### src/rtl/alu_sched_pkg.sv
// -----------------------------------------------------------------------------
// alu_sched_pkg
// Shared constants for the two-requester ALU scheduler:
//   - ALU function codes (add, sub, and, xor)
//   - condition-code bit positions inside cc_q
//   - scheduler FSM state encodings
//   - the latched operation record and a condition-code packing helper
// -----------------------------------------------------------------------------
package alu_sched_pkg;

   typedef enum logic [1:0] {
      FUN_ADD = 2'b00,
      FUN_SUB = 2'b01,
      FUN_AND = 2'b10,
      FUN_XOR = 2'b11
   } alu_fun_t;

   // Bit positions inside the 3-bit condition-code vector.
   localparam int CC_OF = 0;
   localparam int CC_SF = 1;
   localparam int CC_ZF = 2;

   // Condition codes after reset: only ZF set.
   localparam logic [2:0] CC_RESET = 3'b100;

   typedef enum logic [1:0] {
      ST_IDLE = 2'b00,
      ST_EXEC = 2'b01,
      ST_DONE = 2'b10
   } state_t;

   // One in-flight operation, captured at the grant edge.
   typedef struct packed {
      alu_fun_t    fun;
      logic [63:0] a;
      logic [63:0] b;
      logic        setcc;   // only ever set for requester 0
      logic        owner;   // 0 = requester 0, 1 = requester 1
   } op_t;

   function automatic logic [2:0] pack_cc(input logic zf, input logic sf, input logic of);
      logic [2:0] cc;
      cc        = '0;
      cc[CC_ZF] = zf;
      cc[CC_SF] = sf;
      cc[CC_OF] = of;
      return cc;
   endfunction

endpackage

### src/rtl/alu_sched_alu.sv
// -----------------------------------------------------------------------------
// alu_sched_alu
// Purely combinational 64-bit ALU shared by both requesters.
// A single adder serves both add and subtract (subtract = a + ~b + 1).
// Ports:
//   alufun  in   2   function code (alu_fun_t encoding)
//   alua    in  64   first operand
//   alub    in  64   second operand
//   vale    out 64   result
//   cc      out  3   {ZF, SF, OF} computed from vale; OF only for add/sub
// -----------------------------------------------------------------------------
module alu_sched_alu
   import alu_sched_pkg::*;
(
   input  logic [1:0]  alufun,
   input  logic [63:0] alua,
   input  logic [63:0] alub,
   output logic [63:0] vale,
   output logic [2:0]  cc
);

   logic        is_sub;
   logic        is_arith;
   logic [63:0] addend;
   logic [63:0] sum;
   logic        of;

   assign is_sub   = (alufun == FUN_SUB);
   assign is_arith = (alufun == FUN_ADD) || (alufun == FUN_SUB);

   // Subtract reuses the adder: invert b and feed the +1 as carry-in.
   assign addend = alub ^ {64{is_sub}};
   assign sum    = alua + addend + {63'd0, is_sub};

   // Signed overflow: both adder inputs share a sign that the sum does not.
   assign of = is_arith && (alua[63] == addend[63]) && (sum[63] != alua[63]);

   // NOTE: every output of a combinational block gets a default before the
   // case so that no path leaves it unassigned and a latch is never inferred.
   always_comb begin
      vale = sum;
      case (alufun)
         FUN_AND: vale = alua & alub;
         FUN_XOR: vale = alua ^ alub;
         default: vale = sum;
      endcase
   end

   assign cc = pack_cc(vale == 64'd0, vale[63], of);

endmodule

### src/rtl/alu_sched.sv
// -----------------------------------------------------------------------------
// alu_sched
// Round-robin scheduler that lets two requesters (execute stage and address
// generation) share one ALU. An operation is latched in IDLE, evaluated in
// EXEC and reported with a one-cycle done pulse in DONE.
// Ports:
//   clk        in   1   rising-edge clock
//   reset      in   1   synchronous active-high reset
//   r0_req     in   1   requester 0 request, held until r0_done
//   r0_fun     in   2   requester 0 ALU function
//   r0_a/r0_b  in  64   requester 0 operands
//   r0_setcc   in   1   requester 0 result updates cc_q
//   r0_done    out  1   requester 0 result valid on res_valE (one cycle)
//   r1_req     in   1   requester 1 request, held until r1_done
//   r1_fun     in   2   requester 1 ALU function
//   r1_a/r1_b  in  64   requester 1 operands (never updates cc_q)
//   r1_done    out  1   requester 1 result valid on res_valE (one cycle)
//   res_valE   out 64   registered result of the last completed operation
//   cc_q       out  3   registered condition codes {ZF, SF, OF}
//   busy       out  1   high whenever the scheduler is not idle
// -----------------------------------------------------------------------------
module alu_sched
   import alu_sched_pkg::*;
(
   input  logic        clk,
   input  logic        reset,
   input  logic        r0_req,
   input  logic [1:0]  r0_fun,
   input  logic [63:0] r0_a,
   input  logic [63:0] r0_b,
   input  logic        r0_setcc,
   output logic        r0_done,
   input  logic        r1_req,
   input  logic [1:0]  r1_fun,
   input  logic [63:0] r1_a,
   input  logic [63:0] r1_b,
   output logic        r1_done,
   output logic [63:0] res_valE,
   output logic [2:0]  cc_q,
   output logic        busy
);

   state_t      state;
   state_t      next_state;
   op_t         op;
   logic        last_grant;   // requester granted most recently
   logic        grant_sel;    // requester that wins this cycle
   logic        any_req;
   logic        latch_en;
   logic        exec_en;
   logic [63:0] alu_vale;
   logic [2:0]  alu_cc;

   // ---------------------------------------------------------------------
   // Round-robin arbiter: a lone request wins; on a tie the requester that
   // was not granted last wins.
   // ---------------------------------------------------------------------
   assign any_req = r0_req | r1_req;

   always_comb begin
      grant_sel = 1'b0;
      if (r0_req && r1_req) begin
         grant_sel = ~last_grant;
      end else if (r1_req) begin
         grant_sel = 1'b1;
      end
   end

   // ---------------------------------------------------------------------
   // FSM: state register
   // ---------------------------------------------------------------------
   // NOTE: sequential state is written with non-blocking assignments so all
   // registers update together at the edge regardless of statement order.
   always_ff @(posedge clk) begin
      if (reset) begin
         state <= ST_IDLE;
      end else begin
         state <= next_state;
      end
   end

   // ---------------------------------------------------------------------
   // FSM: next state and outputs
   // ---------------------------------------------------------------------
   always_comb begin
      next_state = state;
      latch_en   = 1'b0;
      exec_en    = 1'b0;
      r0_done    = 1'b0;
      r1_done    = 1'b0;
      busy       = (state != ST_IDLE);
      case (state)
         ST_IDLE: begin
            if (any_req) begin
               latch_en   = 1'b1;
               next_state = ST_EXEC;
            end
         end
         ST_EXEC: begin
            exec_en    = 1'b1;
            next_state = ST_DONE;
         end
         ST_DONE: begin
            // A reset arriving in DONE aborts the report as well.
            r0_done    = ~op.owner & ~reset;
            r1_done    =  op.owner & ~reset;
            next_state = ST_IDLE;
         end
         default: begin
            next_state = ST_IDLE;
         end
      endcase
   end

   // ---------------------------------------------------------------------
   // Last-granted tracker; after reset requester 0 wins the first tie.
   // ---------------------------------------------------------------------
   always_ff @(posedge clk) begin
      if (reset) begin
         last_grant <= 1'b1;
      end else if (latch_en) begin
         last_grant <= grant_sel;
      end
   end

   // ---------------------------------------------------------------------
   // Operand registers: captured only on the grant edge so later changes on
   // the request ports cannot disturb the operation in flight.
   // ---------------------------------------------------------------------
   // NOTE: pure datapath registers carry no reset; they are always written
   // before the FSM can read them, so clearing them would only add logic.
   always_ff @(posedge clk) begin
      if (latch_en) begin
         if (grant_sel) begin
            op <= '{fun: alu_fun_t'(r1_fun), a: r1_a, b: r1_b, setcc: 1'b0, owner: 1'b1};
         end else begin
            op <= '{fun: alu_fun_t'(r0_fun), a: r0_a, b: r0_b, setcc: r0_setcc, owner: 1'b0};
         end
      end
   end

   // ---------------------------------------------------------------------
   // The single ALU, fed only from the latched operands.
   // ---------------------------------------------------------------------
   alu_sched_alu u_alu (
      .alufun (op.fun),
      .alua   (op.a),
      .alub   (op.b),
      .vale   (alu_vale),
      .cc     (alu_cc)
   );

   // ---------------------------------------------------------------------
   // Result and condition-code registers, written at the EXEC edge. The
   // result then holds through DONE and IDLE until the next EXEC edge.
   // ---------------------------------------------------------------------
   always_ff @(posedge clk) begin
      if (reset) begin
         res_valE <= '0;
         cc_q     <= CC_RESET;
      end else if (exec_en) begin
         res_valE <= alu_vale;
         if (!op.owner && op.setcc) begin
            cc_q <= alu_cc;
         end
      end
   end

endmodule
### config.mk
export PLATFORM = sky130hd
export DESIGN_NAME = alu_sched
export DESIGN_NICKNAME = d
export VERILOG_FILES = /design/src/rtl/alu_sched_pkg.sv /design/src/rtl/alu_sched_alu.sv /design/src/rtl/alu_sched.sv
export SDC_FILE = /design/constraint.sdc
export NUM_CORES = 1
export LEC_CHECK = 0
export BUFFER_PORTS_ARGS = -buffer_cell sky130_fd_sc_hd__buf_2
export CAP_MARGIN = 20
export CORE_ASPECT_RATIO = 0.9
export CORE_MARGIN = 4
export CORE_UTILIZATION = 55
export CTS_CLUSTER_SIZE = 8
export DETAILED_ROUTE_END_ITERATION = 10
export GPL_ROUTABILITY_DRIVEN = 0
export PLACE_DENSITY = 0.78
export SYNTH_ARGS = -nofsm -noshare
export SYNTH_HDL_FRONTEND = slang
export SYNTH_HIERARCHICAL = 1
export SYNTH_SLANG_ARGS = --single-unit
### constraint.sdc
create_clock -name clk -period 9.6 [get_ports clk]
set_input_delay 0.96 -clock clk [delete_from_list [all_inputs] [get_ports clk]]
set_output_delay 0.96 -clock clk [all_outputs]
set_load 0.1 [all_outputs]
==> PnR_summary.wiki <==
{| class="wikitable"
! Metric !! Value
|-
| Leakage || 7.576 nW
|-
| Number of clock sinks || 202
|-
| Fraction of power spent switching nets || 43.67%
|-
| Flop pwr share || 28.0%
|-
| Global-route wire length before repair || 73470 µm
|-
| DIE HEIGHT || 168.6 µm
|-
| Vias in the first global route || 14.03k
|-
| Commonest cells after routing, fill and taps aside || 334 x buf_2, 252 x nand2_1, 157 x a21oi_1
|-
| Number of standard cells after synthesis || 1716
|-
| Final setup skew || 0.01660 ns
|-
| Crit path max-delay cell type || or4b_1
|-
| Clock transition at the registers of the reported paths || 0.06 ns
|-
| Count of final max-slew check failures || 0
|-
| Fmax achieved || 0.1666 GHz
|-
| Rows || 58
|-
| Total clock buffers created by CTS || 29
|-
| Most used flip-flop cell after synthesis || edfxtp_1
|-
| Setup TNS || 0 ns
|-
| Post-CTS repair timing setup buffer count || 0
|-
| Logic pwr share || 49.1%
|-
| Antenna violations before repair || 0
|-
| Post-route fraction of the period consumed by the critical path || 62.53%
|-
| CTS tree || yes
|-
| Post-Synthesis Net Count || 2109
|-
| Critical path endpoint category || flop
|-
| CTS Buffer Depth || 3
|-
| Core outline area || 28080 µm²
|-
| Remaining global-route overflow || 0
|-
| Final hold violation count || 0
|-
| Die X || 186.4 µm
|-
| Number of maximum-capacitance violations || 0
|-
| Total global-route track usage || 28.24%
|-
| Clk network pwr share || 22.9%
|-
| P_int || 2.259 mW
|-
| Synth Register Bits || 202
|-
| Shortest period the worst path allows || 6.003 ns
|-
| Proportion of synthesized flip-flops having asynchronous set or reset || 0%
|-
| Commonest non-fill, non-tap cell in the layout || buf_2
|-
| Number of enable-type register cells in the synthesized netlist || 132
|-
| Root cell of the clock tree || clkbuf_16
|-
| IO buf count || 334
|-
| Critical path arrival || 6.48 ns
|-
| CP Max Fanout || 39
|-
| Cell Area, Synth || 15750 µm²
|-
| Crit Path Class || flop to flop
|-
| Top Ports || 335
|-
| Register area share after synthesis || 34.06%
|-
| Start point of the worst min-delay path || res_valE[2]
|-
| Data required, critical path || 10.07 ns
|-
| Sw power || 1.752 mW
|-
| Final setup violation count || 0
|-
| Endpoint of the worst register-to-register path || cc_q[2]
|-
| Setup slack, reg-to-reg || 3.60 ns
|-
| DRC violation count after routing || 0
|-
| H-tree level count || 1
|-
| Peak VDD IR || 174.1 µV
|-
| Worst hold margin || 0.4519 ns
|-
| Post-CTS Hold Buffers || 0
|-
| First DRT Iteration DRCs || 1399
|-
| Aggregate routed wire length || 46960 µm
|-
| Result of the run || finished, final reports clean
|-
| Netlist cell types || 83
|-
| Crit Reg-Reg Startpoint || op[131]
|-
| Vias per cell || 6.209
|-
| Total via count in the routed design || 14.69k
|-
| Total number of nets in the final design || 2377
|-
| Insertion delay of the later-clocked pin in the worst-skew pair || 0.54 ns
|-
| WHS Path Cells || 2
|-
| Tightest slew margin relative to the limit || 34.78%
|-
| Chain of cells forming the critical path || inv_1 -> buf_4 -> nand2_4 -> buf_4 -> xnor2_1 -> ha_1 -> a21oi_1 -> o21ai_0 -> a22o_1 -> a2111oi_0 -> and2_1 -> xor2_1 -> o211ai_1 -> or4b_1 -> nor4_1 -> nand4_1 -> and4bb_1 -> nor2_1 -> a21oi_1
|-
| WHS Endpoint || res_valE[2]
|-
| Hold/Removal Path Class || flop to flop
|-
| Initial Util || 56.09%
|-
| Pwr Density || 219.4 nW/µm²
|-
| Final antenna diode count || 0
|-
| Number of warnings reported in the yosys synthesis log || 6
|-
| Proportion of layout cells with a drive suffix above 1 || 23.24%
|-
| Avg WL per Cell || 19.86 µm
|-
| Die outline area || 31420 µm²
|-
| Largest incremental delay on the critical path || 0.51 ns
|-
| Post-DRT Antenna Nets || 0
|-
| Launching element type of the critical path || flop
|-
| Cell area after layout || 18280 µm²
|-
| Synthesis-to-layout area growth || 16.07%
|-
| RSZ-0062 raised after global routing || no
|-
| Number of optimization iterations in the first detailed-route pass || 6
|-
| Placed Cells || 2313
|-
| Slew of the pin with the lowest slew margin || 0.9783 ns
|-
| Total cell area at the placement stage || 17470 µm²
|-
| Post-cts resize count || 0
|-
| Share of the core filled with cells in the final layout || 65.10%
|-
| Cells on worst reg2reg path || 19
|-
| Non-filler cells in the finished layout || 2365
|-
| Pin count of the biggest net entering global routing || 79
|-
| Mean instance size in the synthesized netlist || 9.180 µm²
|-
| Post-detail-place hpwl || 35760 µm
|}
-- synth_stat cells, drive strengths merged (20+ instances only) --
library cell	n	area (µm²)
mux2	150	1689
mux2i	40	400.4
ha	127	1589
clkbuf	50	190.2
nand2	253	949.7
nand4	32	200.2
nand3	20	100.1
o211ai	27	202.7
a21oi	158	794.5
a21o	26	195.2
dfxtp	70	1401
nor3	29	145.1
nor2	100	375.4
edfxtp	132	3964
o21ai	88	440.4
xnor2	82	718.2
buf	59	340.3
-- critical path: cells and delay by family (launching register included) --
kind	cells	cell delay [ns]
adders and majority gates	1	0.44
DFF	1	0.39
buffers and inverters	3	0.95
and+or+nand+nor	7	2.02
xor gates and xnor gates	2	0.41
AOI/OAI and AO/OA	6	1.69
-- cell type report --
| type | instances | area, µm² |
|---|---|---|
| well taps | 360 | 450.4 |
| inverters | 17 | 63.81 |
| multi-input cells | 1388 | 9826 |
| repair buffers | 346 | 1762 |
| clock inverters | 1 | 8.758 |
| flip-flops and latches | 202 | 5365 |
| fillers | 2318 | 9801 |
| clock buffers | 51 | 808.3 |
-- registers in the layout (all words and copies together) (netlist names) --
register / count
last_grant: 1
cc_q: 3
op: 132
res_valE: 64
state: 2
-- through the flow --
stage / power [mW] / setup slack [ns]
global placement: 2.992 / 3.931
floorplan: 2.556 / 3.642
CTS: 3.967 / 3.758
global route: 4.217 / 3.292
finish: 4.011 / 3.597
detailed placement: 3.033 / 3.791
-- power by group through the flow --
stage	Sequential [mW]	Clock, mW	Combinational, mW
floorplan	1.35	0	1.20
CTS	1.12	0.939	1.90
global placement	1.14	0	1.85
detailed placement	1.14	0	1.89
finish	1.12	0.919	1.97
global route	1.13	0.975	2.11
-- worst max-delay path by stage --
| stage | from | to | cells after the start |
|---|---|---|---|
| floorplan | op[130] | cc_q[2] | 25 |
| global placement | op[131] | cc_q[2] | 20 |
| detailed placement | op[131] | cc_q[2] | 19 |
| CTS | op[131] | cc_q[2] | 19 |
| global route | op[131] | cc_q[2] | 19 |
| finish | op[131] | cc_q[2] | 19 |
-- routing by layer --
metal / track usage (%) / routed length (µm) / up-vias
met3: 7.423 / 5366 / 140
met2: 44.54 / 20590 / 900
met4: 8.615 / 1610 / 0
li1: - / - / 6884
met1: 38.51 / 19390 / 6761
met5: 0 / 0 / -
-- logic make-up after synthesis --
logic type               after synthesis  synth area share, %
multiplexers                         190                13.26
AND/OR/NAND/NOR                      544                16.15
AO/OA/AOI/OAI                        428                17.09
flip-flops                           202                34.06
buffers and inverters                126                3.773
adder cells (fa/ha/maj)              128                10.21
XOR/XNOR                              98                5.449
Power figures use the tool's default switching activity.
